File: config.mk
export PLATFORM = sky130hd
export DESIGN_NAME = input_conditioner
export DESIGN_NICKNAME = d
export VERILOG_FILES = /design/src/rtl/input_conditioner.sv
export SDC_FILE = /design/constraint.sdc
export NUM_CORES = 1
export LEC_CHECK = 0
export ABC_AREA = 1
export CELL_PAD_IN_SITES_DETAIL_PLACEMENT = 2
export CELL_PAD_IN_SITES_GLOBAL_PLACEMENT = 2
export CORE_UTILIZATION = 36
export CTS_BUF_LIST = sky130_fd_sc_hd__clkbuf_4
export DETAILED_ROUTE_END_ITERATION = 6
export PLACE_DENSITY_LB_ADDON = 0.1
export SETUP_SLACK_MARGIN = 0.4
export SLEW_MARGIN = 20
export SYNTH_ARGS = -nofsm -noshare
export SYNTH_HDL_FRONTEND = slang
export SYNTH_SLANG_ARGS = --single-unit
File: constraint.sdc
create_clock -name clk -period 1.3 [get_ports clk]
set_input_delay 0.26 -clock clk [delete_from_list [all_inputs] [get_ports clk]]
set_output_delay 0.26 -clock clk [all_outputs]
set_load 0.01 [all_outputs]
File: src/rtl/input_conditioner.sv
// Synchronises and debounces raw push-buttons and slide switches, producing clean
// levels plus single-cycle press/release/change pulses for the downstream core.
module input_conditioner #(
    parameter int N_KEY           = 4,
    parameter int N_SW            = 10,
    parameter int DEBOUNCE_CYCLES = 4,
    parameter int CNT_W           = 8
) (
    input  logic              clk,
    input  logic              resetn,
    input  logic [N_KEY-1:0]  KEY,
    input  logic [N_SW-1:0]   SW,
    output logic [N_KEY-1:0]  key_level,
    output logic [N_KEY-1:0]  key_press,
    output logic [N_KEY-1:0]  key_release,
    output logic [N_SW-1:0]   sw_level,
    output logic [N_SW-1:0]   sw_change
);

    localparam int N = N_KEY + N_SW;
    localparam logic [CNT_W-1:0] CNT_LAST = CNT_W'(DEBOUNCE_CYCLES - 1);
    // Raw-polarity idle value: buttons released (high), switches low.
    localparam logic [N-1:0] RAW_IDLE = {{N_SW{1'b0}}, {N_KEY{1'b1}}};

    logic [N-1:0]     w_raw;
    logic [N-1:0]     r_s1;
    logic [N-1:0]     r_s2;
    logic [N-1:0]     r_stable;
    logic [N-1:0]     r_set;
    logic [N-1:0]     r_clr;
    logic [CNT_W-1:0] r_cnt [N];

    assign w_raw = {SW, KEY};

    always_ff @(posedge clk) begin
        if (!resetn) begin
            r_s1     <= RAW_IDLE;
            r_s2     <= RAW_IDLE;
            r_stable <= RAW_IDLE;
            r_set    <= '0;
            r_clr    <= '0;
            for (int i = 0; i < N; i++) begin
                r_cnt[i] <= '0;
            end
        end else begin
            r_s1  <= w_raw;
            r_s2  <= r_s1;
            r_set <= '0;
            r_clr <= '0;
            for (int i = 0; i < N; i++) begin
                if (r_s2[i] == r_stable[i]) begin
                    r_cnt[i] <= '0;
                end else if (r_cnt[i] < CNT_LAST) begin
                    r_cnt[i] <= r_cnt[i] + CNT_W'(1);
                end else begin
                    // Accept the new value; pulse direction is in active-level terms.
                    r_stable[i] <= r_s2[i];
                    r_cnt[i]    <= '0;
                    r_set[i]    <= r_s2[i] ^ RAW_IDLE[i];
                    r_clr[i]    <= ~(r_s2[i] ^ RAW_IDLE[i]);
                end
            end
        end
    end

    assign key_level   = ~r_stable[N_KEY-1:0];
    assign key_press   = r_set[N_KEY-1:0];
    assign key_release = r_clr[N_KEY-1:0];
    assign sw_level    = r_stable[N-1:N_KEY];
    assign sw_change   = r_set[N-1:N_KEY] | r_clr[N-1:N_KEY];

endmodule

==> out/metrics.cfg, run 1 <==
[detailed_routing]
vias_per_cell=4.050
num_vias=5087
drtAntennaViolNets=0
drt_wl_total_um=18120
drt-wirelength-per-cell_um=14.43
drt_iter0_drc=121
drc=0
drt-pass1-iter-count=4

[global_routing]
grt_overflow=0
grt_first_pass_wirelength_um=26680
grt_pass1_vias=5721
antenna_found_initial=1
grt_max_degree=22
grt_usage=0.1738

[cells_and_area]
fin_cells=1256
syn_to_final_growth_pct=41.40
regArea_um2=4801
final_util=0.5232
final_cell_mix=conb_1, inv_1, edfxtp_1
final_common_cell=conb_1
fin_nets=1012
final.fill_count=1962
multiInputGateArea_um2=2914
fin_area_um2=9884
drive_gt1_frac=0.3095

[setup_path]
worst_path_max_delay_cell=dfxtp_1
worstSetupStartpointType=register
crit_arrival_ns=1.29
crit_type=register to primary output
r2r-start=r_cnt[0][57]
end_kind=primary output
cp_data_required_time_ns=1.04
path_cells=or2_4 -> buf_6
rr_worst_depth=6
reg2reg_slack_ns=-0.06
reg2reg_to=r_cnt[0][57]
cpPeakStageDelay_ns=0.34
cp_max_fo=1

[sta]
holdWs_ns=0.07136
fin_ws_ns=-0.2499
fin_crit_sh=1.192
rsz0062_at_grt=true
hold_viol=0
setup_viol=41
max_clock_freq_mhz=645.2
setup_tns_ns=-3.268
slew_viol_final=0
skew_ns=0.02486
layout_min_cycle_time_ns=1.550

[power]
pwr-share-clk=0.293
intPower_mw=7.860
p_leak_nw=4.602
pwr-share-comb=0.092
total_power_mw=10.78
swShare=0.2705
pwr-share-seq=0.615
power.density_nw_per_um2=1090
vdd_drop_max_mv=0.8099
p_sw_mw=2.915

[die]
die_h_um=141.4
die_x_um=141.4
rows=50
die_area_um2=19980
start_util=0.3700
fp.coreArea_um2=18890
ios=48

[yosys]
ys_ff_latch=182
avgSynthCellArea_um2=10.33
yosysSeqAreaShare=0.6816
yosysWarnings=0
syn-instance-count=677
synth_area_um2=6990
synth_cell_type_count=21

[clock_tree]
htreeDepth=4
holdBufCountCts=0
clk-insertion-delay-late_ns=0.59
clockBufferDepth=2
cts_sinks=182
cts-root-buf=clkbuf_4
cts-buffers-inserted=17
clkTransAtPathRegs_ns=0.17
cts_tree=yes

[placement]
dp_hpwl_um=10500
port_buffers=47
post_dp_cell_area_um2=8482
place_ws_ns=-0.04721
place_congestion=0.7282
dp_cells=1162

[hold_path]
hold_path.class=input pin to register
min_path_cells=3
hold_path.startpoint=resetn
holdPathEnd=r_stable[1]

[run_status]
violations=setup timing
status=complete, but fails checks

[run]
cap_violations=0

how the worst max path moves through the flow:
stage	start	to	slack (ns)	cells after the start
5_1_grt	r_clr[10]	sw_change[6]	-0.32	2
6_report	r_clr[13]	sw_change[9]	-0.25	2
3_5_place_dp	r_cnt[0][56]	r_cnt[0][56]	-0.05	6
2_1_floorplan	r_cnt[0][32]	r_cnt[0][32]	0.16	6
4_1_cts	r_set[10]	sw_change[6]	-0.29	2
3_3_place_gp	r_clr[13]	sw_change[9]	0.005	2
power groups by stage:
| stage | clock network [mW] | registers [mW] | logic, mW |
|---|---|---|---|
| after floorplan | 0 | 6.68 | 0.473 |
| after global placement | 0 | 6.70 | 0.641 |
| after detailed placement | 0 | 6.73 | 0.691 |
| after CTS | 3.28 | 6.61 | 0.822 |
| after global routing | 3.53 | 6.66 | 1.11 |
| final | 3.16 | 6.63 | 0.988 |
final cells by class:
| type | instances | share of cell area |
|---|---|---|
| Sequential cell | 182 | 0.4857 |
| Multi-Input combinational cell | 533 | 0.2948 |
| Timing Repair Buffer | 115 | 0.1082 |
| Inverter | 133 | 0.05051 |
| Tap cell | 260 | 0.03291 |
| Clock inverter | 15 | 0.01468 |
| Clock buffer | 17 | 0.01291 |
| Antenna cell | 1 | 0.0002532 |
routing by layer:
metal  part of all wire  global-route usage  up-vias  routed length (um)
met5                  0                   0        -                   0
met4              0.014             0.05950        0                 257
met3              0.018             0.03611       17                 322
met2               0.60              0.3491       51               10800
met1               0.37              0.1748     2508                6739
li1                   -                   -     2511                   -
cells in the mapped netlist, drive strengths merged:
cell / n / share of area
o21ai: 5 / 0.0036
conb: 2 / 0.0011
nor3b: 2 / 0.0021
or2: 18 / 0.016
nor2: 116 / 0.063
nand3: 42 / 0.030
nand3b: 2 / 0.0021
edfxtp: 112 / 0.48
nor3: 20 / 0.014
inv: 133 / 0.071
nand2: 114 / 0.061
nand2b: 3 / 0.0027
ha: 14 / 0.025
nand4: 1 / 0.00090
dfxtp: 70 / 0.20
buf: 23 / 0.025
cell families after synthesis:
family | count (synthesis) | synth area share
adder cells (fa/ha/maj) | 14 | 0.02506
AND/OR/NAND/NOR | 318 | 0.1922
other | 2 | 0.001074
AO/OA/AOI/OAI | 5 | 0.003579
flip-flops | 182 | 0.6816
buffers and inverters | 156 | 0.09647
sequential cells by signal (all words and copies together), names as in the netlist:
register	flops
r_set	14
r_s1	14
r_cnt	112
r_clr	14
r_stable	14
r_s2	14
critical path: cells and delay by family (launching register included):
kind	cells	cell delay [ns]
buffers and inverters	1	0.12
flip-flops	1	0.34
AND/OR/NAND/NOR	1	0.25
timing repair:
| action | CTS | global route |
|---|---|---|
| pin swaps | 32 | 48 |
| resized for setup | 272 | 76 |
| setup endpoints to repair | 102 | 102 |
| setup buffers | 44 | 17 |
(Power assumes the default switching activity.)
==> run 2, diff against run 1 <==
--- a/config.mk
+++ b/config.mk
@@ -11,8 +11,7 @@
 export CORE_UTILIZATION = 36
 export CTS_BUF_LIST = sky130_fd_sc_hd__clkbuf_4
 export DETAILED_ROUTE_END_ITERATION = 6
-export PLACE_DENSITY_LB_ADDON = 0.1
-export SETUP_SLACK_MARGIN = 0.4
+export PLACE_DENSITY = 0.78
 export SLEW_MARGIN = 20
 export SYNTH_ARGS = -nofsm -noshare
 export SYNTH_HDL_FRONTEND = slang
==> out/metrics.cfg, run 2 (synthesis gave the netlist of run 1 again) <==
[clock_tree]
cts-root-buf=clkbuf_4
clk-insertion-delay-late_ns=0.60  ; about the same
clkTransAtPathRegs_ns=0.17  ; about the same
cts_tree=yes
htreeDepth=4  ; unchanged
cts_sinks=182  ; unchanged
cts-buffers-inserted=17  ; unchanged
clockBufferDepth=2  ; unchanged

[cells_and_area]
final_util=0.5062  ; -0.01702
top_register=r_cnt
fin_nets=1005  ; -0.69%
final.fill_count=2028  ; +3.4%
final_common_cell=conb_1
final_cell_mix=conb_1, inv_1, edfxtp_1
syn_to_final_growth_pct=36.80
largest_reg_flops=112  ; unchanged
drive_gt1_frac=0.2571  ; -0.05246

[hold_path]
holdPathEnd=r_s1[8]
hold_path.class=input pin to register
min_path_cells=3  ; unchanged
hold_path.startpoint=SW[4]

[detailed_routing]
num_vias=5094  ; +0.14%
drtAntennaViolNets=0  ; unchanged
drt_iter0_drc=123  ; +1.7%
drt-wirelength-per-cell_um=13.95  ; -3.3%
drt_wl_total_um=17440  ; -3.7%
drt-pass1-iter-count=4  ; unchanged
vias_per_cell=4.075  ; +0.62%
drc=0  ; unchanged

[sta]
setup_tns_ns=-3.520  ; -0.2521 ns
fin_crit_sh=1.193  ; about the same
max_clock_freq_mhz=644.6  ; about the same
setup_viol=40  ; -2.4%
fin_ws_ns=-0.2513  ; -0.001381 ns
hold_viol=0  ; unchanged
skew_ns=0.02161  ; -0.003251 ns
layout_min_cycle_time_ns=1.551  ; +0.001381 ns
rsz0062_at_grt=true
slew_viol_final=0  ; unchanged

[setup_path]
reg2reg_to=r_cnt[1][25]
crit_arrival_ns=1.29  ; about the same
path_cells=or2_4 -> buf_6
worst_path_max_delay_cell=dfxtp_1
reg2reg_slack_ns=-0.08  ; -0.02 ns
critPathTopFamily=flip-flops
path_buf_inv=1  ; unchanged
rr_worst_depth=5  ; -1
r2r-start=r_cnt[1][24]
cp_data_required_time_ns=1.04  ; about the same
worstSetupStartpointType=register
cp_max_fo=1  ; unchanged
crit_type=register to primary output
cpPeakStageDelay_ns=0.34  ; about the same
end_kind=primary output

[global_routing]
grt_pass1_vias=5790  ; +1.2%
grt_overflow=0  ; unchanged
grt_max_degree=19  ; -14%
grt_first_pass_wirelength_um=26590  ; -0.34%
grt_usage=0.1756  ; +0.001793
antenna_found_initial=2  ; +1

[run]
cap_violations=0  ; unchanged

[power]
pwr-share-clk=0.300  ; +0.007
power.density_nw_per_um2=1126  ; +3.3%
vdd_drop_max_mv=0.5628  ; -31%
pwr-share-comb=0.086  ; -0.006
p_leak_nw=4.526  ; -1.7%
p_sw_mw=2.890  ; -0.88%
pwr-share-seq=0.614  ; about the same
swShare=0.2683  ; -0.002277
intPower_mw=7.882  ; +0.27%

[placement]
port_buffers=47  ; unchanged
place_congestion=0.7291  ; +0.12%
dp_hpwl_um=10960  ; +4.4%
place_ws_ns=-0.07848  ; -0.03126 ns

[die]
fp.coreArea_um2=18890  ; unchanged
die_x_um=141.4  ; unchanged
rows=50  ; unchanged
die_h_um=141.4  ; unchanged
start_util=0.3700  ; unchanged
ios=48  ; unchanged
die_area_um2=19980  ; unchanged

[run_status]
violations=setup timing
status=complete, but fails checks

## run 2: cell types whose count changed in the layout (fill, tap and decap cells not counted), sizes merged
cell | previous run | this run
clkinvlp | 3 | 0
inv | 138 | 143
dlygate4sd3 | 0 | 1
clkinv | 6 | 4
diode | 1 | 2
buf | 101 | 93
## run 2: worst max path at each step
stage	from	to	slack, ns	depth (start not counted)
6_report	r_clr[6]	sw_change[2]	-0.25	2
5_1_grt	r_set[13]	sw_change[9]	-0.37	2
4_1_cts	r_set[13]	sw_change[9]	-0.32	2
3_5_place_dp	r_cnt[1][24]	r_cnt[1][24]	-0.08	5
3_3_place_gp	r_clr[13]	sw_change[9]	0.01	2
2_1_floorplan	r_cnt[0][56]	r_cnt[0][56]	0.1	6
## run 2: routing by layer
| metal | track usage | routed length [um] | share of wire |
|---|---|---|---|
| met1 | 0.1622 | 6364 | 0.36 |
| met5 | 0 | 0 | 0 |
| met4 | 0.06751 | 227 | 0.013 |
| met2 | 0.3603 | 10440 | 0.60 |
| met3 | 0.04455 | 402 | 0.023 |
## run 2: area by class of cell
type | count | area [um^2] | share of cell area
Clock inverter | 15 | 156.4 | 0.01635
Timing Repair Buffer | 108 | 998.5 | 0.1044
Clock buffer | 17 | 127.6 | 0.01335
Sequential cell | 182 | 4796 | 0.5015
Inverter | 133 | 499.2 | 0.05220
Tap cell | 260 | 325.3 | 0.03402
Antenna cell | 2 | 5.005 | 0.0005234
Multi-Input combinational cell | 533 | 2655 | 0.2776
## run 2: per-stage QoR
step / power [mW] / hold slack, ns / cells / instance area, um^2
after floorplan: 7.134 / 0.3576 / 871 / 7719
after global placement: 7.329 / 0.3976 / 1169 / 8464
after detailed placement: 7.422 / 0.4084 / 1169 / 8464
after CTS: 10.74 / 0.1008 / 1228 / 9087
after global routing: 11.28 / 0.1263 / 1250 / 9563
final: 10.77 / 0.1733 / 1250 / 9563
## run 2: worst reg2reg max path: cells and delay by family, from the launching register on
family,cells,cell delay [ns]
flip-flops,1,0.44
adder cells (fa/ha/maj),1,0.20
AND/OR/NAND/NOR,4,0.60
## run 2: repair_timing
item / 4_1_cts / 5_1_grt
buffers inserted: 26 / 20
resized for setup: 217 / 89
hold endpoints to repair: 2 / 0
hold buffers: 1 / 0
pin swaps: 31 / 49
setup endpoints to repair: 72 / 92
## run 2: power by group through the flow
stage          Sequential [mW]  Clock (mW)  Combinational (mW)
6_report                  6.61        3.23               0.926
5_1_grt                   6.65        3.58                1.05
4_1_cts                   6.60        3.36               0.779
3_5_place_dp              6.73           0               0.693
3_3_place_gp              6.70           0               0.631
2_1_floorplan             6.67           0               0.459
